File: config.mk
export PLATFORM = sky130hd
export DESIGN_NAME = instruction_fetch_unit
export DESIGN_NICKNAME = d
export VERILOG_FILES = /design/src/rtl/instruction_fetch_unit.sv
export SDC_FILE = /design/constraint.sdc
export NUM_CORES = 1
export LEC_CHECK = 0
export CAP_MARGIN = 30
export CORE_UTILIZATION = 47
export DETAILED_ROUTE_END_ITERATION = 6
export PLACE_DENSITY = 0.92
export SLEW_MARGIN = 30
export SYNTH_ARGS = -nofsm -noshare
export SYNTH_HDL_FRONTEND = slang
export SYNTH_SLANG_ARGS = --single-unit
export TNS_END_PERCENT = 20
File: constraint.sdc
create_clock -name clk -period 3.1 [get_ports clk]
set_input_delay 0.31 -clock clk [delete_from_list [all_inputs] [get_ports clk]]
set_output_delay 0.31 -clock clk [all_outputs]
set_load 0.01 [all_outputs]
File: src/rtl/instruction_fetch_unit.sv
// -----------------------------------------------------------------------------
// instruction_fetch_unit
//   Owns the program counter and the IF/ID pipeline register. The current pc is
//   presented on imem_addr; the combinational word returned on imem_instr is
//   captured into IF/ID together with pc and pc+PC_STEP on an advancing edge.
//   Handles stall, flush, branch redirect and out-of-range fetch faults.
//
// Ports
//   clk            : rising-edge clock
//   rst_n          : synchronous active-low reset
//   stall          : hold pc and IF/ID
//   flush          : squash IF/ID (valid cleared, other fields held)
//   branch_taken   : redirect pc to branch_target (word aligned)
//   branch_target  : byte address of the redirect
//   imem_addr      : byte address to instruction memory (= pc)
//   imem_instr     : instruction word returned for imem_addr
//   if_id_valid    : IF/ID holds a live instruction
//   if_id_pc       : pc of the held instruction
//   if_id_pc_plus4 : if_id_pc + PC_STEP
//   if_id_instr    : held instruction word
//   fetch_fault    : pc out of range, fetch suspended
//   misalign       : sticky flag, some branch_target had [1:0] != 0
//   fetch_count    : number of instructions issued into IF/ID
// -----------------------------------------------------------------------------
module instruction_fetch_unit #(
  parameter logic [31:0] RESET_PC   = 32'h0000_0000,
  parameter int unsigned PC_STEP    = 4,
  parameter int unsigned IMEM_WORDS = 1280
) (
  input  logic        clk,
  input  logic        rst_n,
  input  logic        stall,
  input  logic        flush,
  input  logic        branch_taken,
  input  logic [31:0] branch_target,
  output logic [31:0] imem_addr,
  input  logic [31:0] imem_instr,
  output logic        if_id_valid,
  output logic [31:0] if_id_pc,
  output logic [31:0] if_id_pc_plus4,
  output logic [31:0] if_id_instr,
  output logic        fetch_fault,
  output logic        misalign,
  output logic [31:0] fetch_count
);

  localparam logic [31:0] PC_LIMIT = 32'(IMEM_WORDS * 4);
  localparam logic [31:0] STEP     = 32'(PC_STEP);

  typedef enum logic [1:0] {
    S_BOOT  = 2'b00,
    S_RUN   = 2'b01,
    S_FAULT = 2'b10
  } state_t;

  state_t      state_r;
  logic [31:0] pc_r;

  logic [31:0] pc_next_seq_s;
  logic [31:0] target_aligned_s;
  logic        target_misaligned_s;
  logic        target_in_range_s;
  logic        pc_in_range_s;

  // Derived address terms for the current pc and the redirect target.
  always_comb begin
    pc_next_seq_s       = pc_r + STEP;
    target_aligned_s    = {branch_target[31:2], 2'b00};
    target_misaligned_s = (branch_target[1:0] != 2'b00);
    target_in_range_s   = (target_aligned_s < PC_LIMIT);
    pc_in_range_s       = (pc_r < PC_LIMIT);
  end

  assign imem_addr   = pc_r;
  assign fetch_fault = (state_r == S_FAULT);

  // Fetch sequencer: pc, IF/ID register, status flags and issue counter.
  always_ff @(posedge clk) begin
    if (!rst_n) begin
      state_r        <= S_BOOT;
      pc_r           <= RESET_PC;
      if_id_valid    <= 1'b0;
      if_id_pc       <= 32'h0000_0000;
      if_id_pc_plus4 <= 32'h0000_0000;
      if_id_instr    <= 32'h0000_0000;
      misalign       <= 1'b0;
      fetch_count    <= 32'h0000_0000;
    end else begin
      case (state_r)
        S_BOOT: begin
          // One bubble cycle so memory sees RESET_PC before the first capture.
          state_r <= S_RUN;
        end
        S_RUN: begin
          if (branch_taken) begin
            pc_r        <= target_aligned_s;
            if_id_valid <= 1'b0;
            misalign    <= misalign | target_misaligned_s;
          end else if (flush) begin
            if_id_valid <= 1'b0;
          end else if (stall) begin
            if_id_valid <= if_id_valid;
          end else if (!pc_in_range_s) begin
            // The pc being fetched is illegal: suspend without capturing.
            state_r     <= S_FAULT;
            if_id_valid <= 1'b0;
          end else begin
            if_id_valid    <= 1'b1;
            if_id_pc       <= pc_r;
            if_id_pc_plus4 <= pc_next_seq_s;
            if_id_instr    <= imem_instr;
            pc_r           <= pc_next_seq_s;
            fetch_count    <= fetch_count + 32'd1;
          end
        end
        S_FAULT: begin
          if (branch_taken) begin
            misalign <= misalign | target_misaligned_s;
            // Only a legal target restarts fetching; otherwise stay parked.
            if (target_in_range_s) begin
              pc_r    <= target_aligned_s;
              state_r <= S_RUN;
            end else begin
              pc_r    <= pc_r;
            end
          end else begin
            pc_r <= pc_r;
          end
        end
        default: begin
          state_r     <= S_BOOT;
          if_id_valid <= 1'b0;
        end
      endcase
    end
  end

endmodule

==> qor.yml <==
route:
  drtPass1Iterations: 7
  wl_mm: 19.6
  drc: 0
  drt-initial-drc-count: 642
  vias: 6751
  wl_per_cell_um: 16.8
  vias_per_cell: 5.80
  ant_nets: 0
critical_path:
  r2r-end: "fetch_count[21]"
  worst_ep_arrival_time_ns: 3.11
  r2r_start: "imem_addr[20]"
  path_class: "reg -> reg"
  r2r_slack_ns: 0.34
  start_kind: "flop"
  critPathMaxFanout: 23
  reg2reg_depth: 5
  crit_required_ns: 3.45
  end_kind: "flop"
clocking:
  clk_path_buf_depth: 2
  clkTransAtPathRegs_ns: 0.06
  clock_latency_ns: 0.43
  ctsResizeCount: 0
  htreeDepth: 4
  cts_tree: "yes"
  ctsRootBufferMaster: "clkbuf_16"
  clock_sinks: 158
  ctsHoldBuffers: 0
  cts_buffers: 17
  post_cts_buffers: 0
layout:
  layout.cells.non_filler: 1163
  multi_input_area_mm2: 0.00310
  fillerInstances: 992
  layout.nets: 1048
  regArea_mm2: 0.00316
  syn_to_final_growth_pct: 44.6
  num_antenna_cells: 0
  drive_above_1_share: 0.0638
grt:
  grt.total_usage: 0.269
  grt_overflow_total: 0
  grt_pass1_vias: 6214
  antenna_found_initial: 0
  grt_first_pass_wirelength_mm: 31.0
  grt_start_max_net_pins: 105
run:
  cap_violations: 0
synthesis:
  ys_seq_elements: 158
  syn_area_mm2: 0.00660
  synth_top_area_frac: 0.479
  seq_area_frac_synth: 0.479
  yosys.area.top_type: "dfxtp_1"
  syn_area_per_cell_um2: 8.44
  yosys_most_used_dff: "dfxtp_1"
  synth-edff-count: 0
  ys.warnings.count: 0
  synth_cells: 782
  synth_area_leaders: "dfxtp_1, a21oi_1, nand2_1, and3_1, clkbuf_1"
  synth-async-reset-ratio: 0
  ys_types: 61
sta:
  fin_crit_ns: 2.76
  worst_slew_pin_slew_ns: 0.900
  clock_skew_ns: 0.00729
  hold_viol_final: 0
  fmax_ghz: 0.363
  hold_ws_ns: 0.309
  maxSlewViolCount: 0
  timing.setup.tns_ns: 0
  rsz0062_at_grt: "false"
  min_period_over_period: 0.889
  slew_headroom: 0.395
  final-setup-viol-count: 0
hold_path:
  min_to: "fetch_count[31]"
  min_path_type: "in -> reg"
  hold_depth: 2
  hp-start: "rst_n"
placed_design:
  place_congestion: 0.872
  dp_cells: 1131
  io_buffers: 225
  hpwlAfterDp_mm: 13.3
outcome:
  status: "complete, no violations"
power_and_ir_drop:
  power_density_mw_per_mm2: 632
  p_leak_uw: 0.00331
  power_uw: 6030
  ir_drop_mv: 0.405
die:
  die_h_um: 120
  start_util: 0.490
  num_io_pins: 232
  fp.dieArea_mm2: 0.0145
  design.core.area_mm2: 0.0135
  placementRows: 42
  die_w_um: 120
-- critical path: stages, from the launching register on --
cell	delay (ns)
dfxtp_1	0.33
nor4_1	0.79
and3_1	0.46
nand4_4	0.34
or4_1	0.60
a21oi_1	0.15
-- layout make-up --
class                           instances  share of cell area
Tap cell                              176              0.0231
Sequential cell                       158               0.331
Inverter                               12             0.00485
Clock inverter                         12              0.0191
Timing Repair Buffer                  236               0.248
Multi-Input combinational cell        549               0.325
Clock buffer                           20              0.0489
-- cells in the final DEF, fill, tap and decap left out, types with 4 or more instances in the layout --
cell type          n
nand3_1           17
o211ai_1           4
o32ai_1            4
or3_1             13
o31ai_1           14
dfxtp_1          158
inv_1             11
nor3_1            11
xnor2_1            6
o21ai_0           33
a211oi_1          10
buf_4              8
nor4_1            15
xor2_1             6
nand4_1           29
nand2b_1           6
a21oi_1          102
o21a_1             4
clkdlybuf4s50_1  224
or4_1             10
conb_1             6
clkbuf_16         17
ha_1               5
bufinv_16          4
nor2_1            24
nand2_1          132
and3_1            44
o22ai_1            7
-- sequential cells by signal (all words and copies together), names as in the netlist --
signal	cells
if_id_valid	1
if_id_pc_plus4	30
fetch_count	32
if_id_instr	32
state_r	2
imem_addr	30
misalign	1
if_id_pc	30
-- Yosys cell counts (7+ instances only) --
cell type,instances
clkbuf_1,51
or3_1,13
nor2_1,24
or4_1,10
nand2_1,132
o31ai_1,14
o22ai_1,7
o21ai_0,33
inv_1,11
a211oi_1,10
nor4_1,15
dfxtp_1,158
nand4_1,29
and3_1,44
nor3_1,12
nand3_1,18
a21oi_1,102
-- power by group --
group	leakage [uW]	internal [uW]	total, uW	switching [uW]
clock network	0.000309	1420	2260	843
registers	0.00128	2170	2340	172
logic	0.00173	602	1430	833
total	0.00331	4190	6030	1850
-- layer usage --
layer  track usage  vias to the layer above  share of wire
li1              -                     3202              -
met1         0.325                     3153           0.40
met2         0.437                      339           0.47
met3        0.0807                       57          0.095
met4         0.126                        0          0.031
met5             0                        -              0
-- worst max path at each step --
| stage | from | to | slack, ns | depth (start not counted) |
|---|---|---|---|---|
| final | imem_addr[20] | fetch_count[21] | 0.34 | 5 |
| after detailed placement | branch_target[15] | imem_addr[18] | 0.57 | 6 |
| after global placement | branch_target[15] | imem_addr[18] | 0.59 | 6 |
| after CTS | imem_addr[20] | fetch_count[21] | 0.45 | 5 |
| after floorplan | fetch_count[3] | fetch_count[27] | 0.97 | 6 |
| after global routing | imem_addr[21] | fetch_count[21] | 0.24 | 5 |
-- kinds of logic after synthesis --
family	Yosys count	synth area share
mux	3	0.00455
simple gates	325	0.258
fa+ha+maj	5	0.00948
flops	158	0.479
buf+inv	80	0.0556
compound gates	198	0.177
other cells	1	0.000568
xor+xnor	12	0.0159
-- per-stage QoR --
step / utilization / cell area, um^2 / setup WS (ns)
floorplan: - / 6620 / 0.966
global placement: 0.661 / 8890 / 0.588
detailed placement: 0.661 / 8890 / 0.574
CTS: 0.709 / 9540 / 0.453
global route: 0.709 / 9540 / 0.235
finish: 0.709 / 9540 / 0.343
No activity file was read; power rests on OpenSTA's default activity.
